**config.mk**
```make
export PLATFORM = sky130hd
export DESIGN_NAME = tdm_demux_8ch
export DESIGN_NICKNAME = d
export VERILOG_FILES = /design/src/rtl/tdm_pkg.sv /design/src/rtl/tdm_demux_8ch_slot_decoder.sv /design/src/rtl/tdm_demux_8ch.sv
export SDC_FILE = /design/constraint.sdc
export NUM_CORES = 1
export LEC_CHECK = 0
export CAP_MARGIN = 20
export CORE_UTILIZATION = 50
export DETAILED_ROUTE_END_ITERATION = 10
export PLACE_DENSITY = 0.87
export SLEW_MARGIN = 20
export SYNTH_ARGS = -nofsm -noshare
export SYNTH_HDL_FRONTEND = slang
export SYNTH_SLANG_ARGS = --single-unit
export TNS_END_PERCENT = 10
```
**constraint.sdc**
```tcl
create_clock -name clk -period 2.25 [get_ports clk]
set_clock_uncertainty 0.15 [all_clocks]
set_input_delay 0.3375 -clock clk [delete_from_list [all_inputs] [get_ports clk]]
set_output_delay 0.3375 -clock clk [all_outputs]
set_load 0.005 [all_outputs]
```
**src/rtl/tdm_pkg.sv**
```systemverilog
// Shared types and defaults for the TDM demultiplexer receive path.
package tdm_pkg;

    typedef enum logic [0:0] {
        HUNT    = 1'b0,
        COLLECT = 1'b1
    } tdm_state_t;

    localparam int TDM_NCH_DEFAULT   = 8;
    localparam int TDM_WIDTH_DEFAULT = 1;

endpackage

```
**src/rtl/tdm_demux_8ch_slot_decoder.sv**
```systemverilog
// One-hot shadow-bank write enable from the slot index; inverse of the 8:1 mux select.
module slot_decoder #(
    parameter int NCH   = 8,
    parameter int SEL_W = 3
) (
    input  logic [SEL_W-1:0] sel,
    input  logic             in_valid,
    output logic [NCH-1:0]   we
);

    // Indices >= NCH (the parity slot) decode to no enable.
    always_comb begin
        we = '0;
        for (int k = 0; k < NCH; k++) begin
            if (in_valid && (sel == SEL_W'(k))) begin
                we[k] = 1'b1;
            end
        end
    end

endmodule

```
**src/rtl/tdm_demux_8ch.sv**
```systemverilog
// TDM receive demux: serial slot stream into a shadow bank, published per complete frame.
// Define DEMUX_PARITY_EN to append an even-parity slot after the NCH data slots.
//
// state   | meaning
// HUNT    | idle, waiting for in_sof to start a frame
// COLLECT | slot 0 taken, filling slots 1..NSLOT-1
module tdm_demux_8ch
    import tdm_pkg::*;
#(
    parameter int NCH   = TDM_NCH_DEFAULT,
    parameter int WIDTH = TDM_WIDTH_DEFAULT,
`ifdef DEMUX_PARITY_EN
    localparam int NSLOT = NCH + 1,
`else
    localparam int NSLOT = NCH,
`endif
    localparam int SEL_W = $clog2(NSLOT)
) (
    input  logic                 clk,
    input  logic                 rst,
    input  logic                 in_valid,
    input  logic [WIDTH-1:0]     in_data,
    input  logic                 in_sof,
    output logic [NCH*WIDTH-1:0] out,
    output logic                 out_valid,
    output logic [SEL_W-1:0]     sel,
    output logic                 frame_err
);

    localparam logic [SEL_W-1:0] LAST_SLOT = SEL_W'(NSLOT - 1);

    tdm_state_t           state_q, state_d;
    logic [SEL_W-1:0]     sel_q, sel_d;
    logic [NCH*WIDTH-1:0] shadow_q, shadow_d;
    logic [NCH*WIDTH-1:0] out_q, out_d;
    logic                 out_valid_q, out_valid_d;
    logic                 frame_err_q, frame_err_d;
`ifdef DEMUX_PARITY_EN
    logic                 par_q, par_d;
`endif

    logic [SEL_W-1:0] dec_sel;
    logic             dec_valid;
    logic [NCH-1:0]   we;

    // An SOF always lands in slot 0, even when it aborts a frame in progress.
    assign dec_sel   = in_sof ? '0 : sel_q;
    assign dec_valid = in_valid && (in_sof || (state_q == COLLECT));

    slot_decoder #(
        .NCH   (NCH),
        .SEL_W (SEL_W)
    ) u_slot_decoder (
        .sel      (dec_sel),
        .in_valid (dec_valid),
        .we       (we)
    );

    always_comb begin
        state_d     = state_q;
        sel_d       = sel_q;
        shadow_d    = shadow_q;
        out_d       = out_q;
        out_valid_d = 1'b0;
        frame_err_d = 1'b0;
`ifdef DEMUX_PARITY_EN
        par_d       = par_q;
`endif

        for (int k = 0; k < NCH; k++) begin
            if (we[k]) begin
                shadow_d[k*WIDTH +: WIDTH] = in_data;
            end
        end

        if (in_valid) begin
            if (in_sof) begin
                frame_err_d = (state_q == COLLECT);
                state_d     = COLLECT;
                sel_d       = SEL_W'(1);
`ifdef DEMUX_PARITY_EN
                par_d       = ^in_data;
`endif
            end else if (state_q == COLLECT) begin
                if (sel_q == LAST_SLOT) begin
                    state_d = HUNT;
                    sel_d   = '0;
`ifdef DEMUX_PARITY_EN
                    // Parity is carried in bit 0 of the parity slot.
                    if (par_q ^ in_data[0]) begin
                        frame_err_d = 1'b1;
                    end else begin
                        out_d       = shadow_q;
                        out_valid_d = 1'b1;
                    end
`else
                    out_d       = shadow_d;
                    out_valid_d = 1'b1;
`endif
                end else begin
                    sel_d = sel_q + SEL_W'(1);
`ifdef DEMUX_PARITY_EN
                    par_d = par_q ^ (^in_data);
`endif
                end
            end
        end
    end

    always_ff @(posedge clk) begin
        if (rst) begin
            state_q     <= HUNT;
            sel_q       <= '0;
            shadow_q    <= '0;
            out_q       <= '0;
            out_valid_q <= 1'b0;
            frame_err_q <= 1'b0;
`ifdef DEMUX_PARITY_EN
            par_q       <= 1'b0;
`endif
        end else begin
            state_q     <= state_d;
            sel_q       <= sel_d;
            shadow_q    <= shadow_d;
            out_q       <= out_d;
            out_valid_q <= out_valid_d;
            frame_err_q <= frame_err_d;
`ifdef DEMUX_PARITY_EN
            par_q       <= par_d;
`endif
        end
    end

    assign out       = out_q;
    assign out_valid = out_valid_q;
    assign sel       = sel_q;
    assign frame_err = frame_err_q;

endmodule

```
Word-level counts from Yosys, hierarchy flattened:

Index checks and enable logic that the tools add are counted.
W data, S select, Z words.

* flip-flop bits (word level): 22
* input bits: 5
* output and inout bits: 13

* add/sub/neg operators: 1
* equality and inequality tests: 8
* multiplexer cells: 24
* bitwise operators: 3
* reduce and logical (&&, ||, !) cells: 16

Operators by type and width (number)
* $mux W1: 20
* $eq A3 B3 Y1 const B: 5
* $mux W3: 4
* $logic_and A1 B1 Y1: 9
* $eq A3 B2 Y1 const B: 2
* $reduce_and A4 Y1: 1
* $reduce_or A4 Y1: 1
* $add A3 B1 Y3 const B: 1
* $eq A3 B1 Y1 const B: 1
* $logic_not A3 Y1: 1
* $not A1 Y1: 3
* $reduce_or A3 Y1: 1
* $reduce_and A2 Y1: 1
* $reduce_bool A2 Y1: 1
* $logic_or A1 B1 Y1: 1

Longest topological paths before layout:

* word-level depth: 5
* gate-level depth with buffers: 7
* gate-level depth less buffers: 5

Cells and area by module:

Synthesis repeated with hierarchy kept, for this count alone.

* cells, all modules: 90
* area, all modules: 975.9 µm²

By module, submodules not included
* tdm_demux_8ch: instances 1, cells an instance 82, area an instance 879.6 µm², sequential area each 440.4 µm²
* slot_decoder: instances 1, cells an instance 8, area an instance 96.3 µm², sequential area each 0.0 µm²

Least setup slack after synthesis:

No wires, ideal clock.

* kind: reg-to-reg
* start point: reg sel_q[0] (netlist: sel[0])
* end point: reg out_q[7] (netlist: out[7])
* setup time: 0.074 ns
* arrival: 1.519 ns
* path slack: 0.507 ns
* cell stages (with the launch flop): 8
* buffers on the path: 2
* clock period less this slack: 1.743 ns
* cell sequence: dfxtp_1 ha_1 ha_1 and4b_2 buf_2 buf_4 o21bai_1 a31oi_1

* longest elaborated chain between the ends: 5

Ends and longest elaborated chain
* from (decl): line tdm_demux_8ch.sv:33 `logic [SEL_W-1:0] sel_q, sel_d;`
* from (signal assigned): line tdm_demux_8ch.sv:123 `sel_q <= sel_d;`
* $mux W3: line tdm_demux_8ch.sv:47 `assign dec_sel = in_sof ? '0 : sel_q;`
* $eq A3 B3 Y1: line tdm_demux_8ch_slot_decoder.sv:15 `if (in_valid && (sel == SEL_W'(k))) begin`
* $logic_and A1 B1 Y1: line tdm_demux_8ch_slot_decoder.sv:15
* $mux W1: line tdm_demux_8ch_slot_decoder.sv:15
* $mux W1: line tdm_demux_8ch.sv:71 `if (we[k]) begin`
* to (signal assigned): line tdm_demux_8ch.sv:125 `out_q <= out_d;`
* to (decl): line tdm_demux_8ch.sv:35 `logic [NCH*WIDTH-1:0] out_q, out_d;`

Several ways; a longest one is shown, not always the timed one.
A chain may end at the register's enable or synchronous reset.

Final worst setup path:

* start point: reg sel_q[0] (netlist: sel[0])
* end point: reg out_q[0] (netlist: out[0])

* longest elaborated chain between the ends: 5

Ends and longest elaborated chain (line)
* $mux W3: tdm_demux_8ch.sv:47
* $logic_not A3 Y1: tdm_demux_8ch_slot_decoder.sv:15
* $logic_and A1 B1 Y1: tdm_demux_8ch_slot_decoder.sv:15
* $mux W1: tdm_demux_8ch_slot_decoder.sv:15
* $mux W1: tdm_demux_8ch.sv:71

Several ways; a longest one is shown, not always the timed one.

==> flow_summary.yaml <==
status:
  status: "complete, no violations"
grt:
  grt_pass1_vias: 783
  grt_start_max_net_pins: 22
  overflow: 0
  grt_usage: 0.224
  grt_antenna_before_repair: 0
  grt_pass1_wl_um: 3420
drt:
  wl_um: 2020
  firstDrtPassIters: 4
  vias: 861
  drtAntennaViolNets: 0
  drtIter0Drc: 13
  routedWlPerCell_um: 13.8
  viasPerCell: 5.86
  drc: 0
setup_path:
  cp_slowest_cell: "dfxtp_1"
  critPathTopFamily: "flip-flops"
  crit_path_max_fanout: 17
  rr_startpoint: "sel[0]$_SDFFE_PP0P_"
  critical_path.max_stage_delay_ps: 540
  crit_required_ps: 2320
  path_cells: "ha_1 -> ha_1 -> and4b_2 -> nor2_1 -> a311oi_2"
  cp.arrival_ps: 2060
  worst-setup-path-type: "reg -> reg"
  worstSetupStartpointType: "register"
  cp-end-kind: "register"
  crit_start: "sel[0]$_SDFFE_PP0P_"
  path_common_cell: "ha_1"
  path_buf_inv: 0
die:
  io_pins: 18
  chipHeight_um: 46.7
  core_sq_um: 1800
  rows: 15
  die_w_um: 46.7
  die_area_sq_um: 2180
  start_util: 0.556
timing:
  layout_min_cycle_time_ps: 2000
  fin_crit_sh: 0.888
  setup_viol: 0
  maxSlewViolCount: 0
  finalSetupTns_ps: 0
  max_freq_mhz: 501
  rsz0062_at_grt: "false"
  maxSlewHeadroom: 0.560
  tightest_slew_ps: 658
  hold_viol: 0
power:
  p_per_area_nw_per_um2: 548
  p_leak_nw: 0.454
  p_total_w: 0.000665
  irDropWorstVdd_mv: 0.384
yosys:
  ys_seq_area_frac: 0.440
  synth.avg_cell_area_sq_um: 9.35
  yosysUniqueCellTypes: 30
  synth_warnings: 0
  synth-seq-cells: 22
  syn_inst: 107
  synth_fp_nets: 114
  synth_area_sq_um: 1000
layout:
  multi_input_area_sq_um: 502
  final_cell_mix: "22 x dfxtp_1, 17 x clkdlybuf4s50_1, 9 x o21ai_0, 9 x nand3_1, 8 x a21oi_1"
  drive_gt1_frac: 0.115
  fill_cells: 165
  syn_to_final_growth_pct: 21.2
  final_common_cell: "dfxtp_1"
  num_antenna_cells: 0
  seqCellArea_sq_um: 440
  fin_area_sq_um: 1210
  post-route-util: 0.674
  fin_nets: 130
cts:
  postCtsSetupBuffers: 0
  clk_pin_slew_ps: 110
  htreeDepth: 1
  hold_buffers: 0
  clk_latency_ps: 300
  clockBufferDepth: 2
  tritoncts: "built"
  numCtsBuffers: 3
  cts_resized: 0
  clkSinkCount: 22
  clock-root-buffer: "clkbuf_4"
hold_path:
  worstHoldStart: "shadow_q[0]$_SDFF_PP0_"
  min_path_type: "reg -> reg"
job:
  drv_cap: 0
placed_design:
  placed_cell_area_sq_um: 1180
  portBuffers: 17
  place_hpwl_um: 1460
  finalWeightedCongestion: 0.811
-- worst paths after layout --
path	endpoint	slack, ps	cells after the start
worst max register to register	out[0]$_SDFFE_PP0P_	250	5
worst min-delay path	shadow_q[0]$_SDFF_PP0_	340	2
worst min register to register	shadow_q[0]$_SDFF_PP0_	340	2
worst max-delay path	out[0]$_SDFFE_PP0P_	250	5
-- synth_stat cells --
master	count	share of area
dfxtp_1	22	0.44
nand3_1	9	0.045
o21ai_0	9	0.045
a21oi_1	8	0.040
a31oi_1	7	0.044
o21bai_1	7	0.052
buf_2	5	0.025
nor2_1	4	0.015
nor3b_1	4	0.030
clkbuf_1	3	0.011
nand2_1	3	0.011
or3b_1	3	0.026
a22oi_1	2	0.015
and3b_2	2	0.020
ha_1	2	0.025
nand2b_1	2	0.012
nand3b_1	2	0.015
a311oi_2	1	0.015
a32oi_1	1	0.0088
and3_2	1	0.0075
and3b_1	1	0.0088
and4b_2	1	0.011
buf_4	1	0.0075
buf_6	1	0.011
inv_1	1	0.0037
mux2i_1	1	0.010
nor2b_1	1	0.0063
nor3_1	1	0.0050
nor4b_4	1	0.024
o41ai_1	1	0.0088
-- cell families (layout without fill, tap and decap cells) --
logic type,Yosys count,count (layout),synth area share
adders and majority gates,2,2,0.0250
AOI/OAI and AO/OA,36,36,0.229
muxes,1,1,0.0100
DFF,22,22,0.440
buffers and inverters,11,26,0.0587
and+or+nand+nor,35,35,0.237
-- routing by layer --
metal	vias up	routed length, um	track usage
met5	-	0	0
met4	0	27	0.103
met3	3	76	0.0462
li1	423	-	-
met2	25	1010	0.392
met1	410	911	0.261
-- final cells by class --
| class | count | share of cell area |
|---|---|---|
| multi-input cells | 74 | 0.413 |
| flip-flops and latches | 22 | 0.363 |
| clock buffers | 4 | 0.0299 |
| repair buffers | 21 | 0.165 |
| inverters | 1 | 0.00309 |
| well taps | 25 | 0.0258 |
-- sequential cells by signal, summed over array words and instances (netlist names) --
| register | count |
|---|---|
| frame_err | 1 |
| out | 8 |
| out_valid | 1 |
| sel | 3 |
| shadow_q | 8 |
| state_q | 1 |
-- power breakdown --
part / switching, W / internal, W
Clock: 0.000113 / 0.0000988
Sequential: 0.00000759 / 0.000394
Combinational: 0.0000246 / 0.0000270
Total: 0.000146 / 0.000519
-- stage by stage --
| step | instances | setup WS, ps | hold WS [ps] |
|---|---|---|---|
| 3_3_place_gp | 143 | 259 | 313 |
| 2_1_floorplan | 107 | 507 | 296 |
| 4_1_cts | 147 | 235 | 342 |
| 6_report | 147 | 253 | 336 |
| 5_1_grt | 147 | 129 | 372 |
| 3_5_place_dp | 143 | 156 | 324 |
-- tightest hold or removal path: stages (launching register included) --
cell      delay (ps)
dfxtp_1          330
nand2b_1          60
mux2i_1           60
Note: power is estimated with default switching activity, not from simulation.
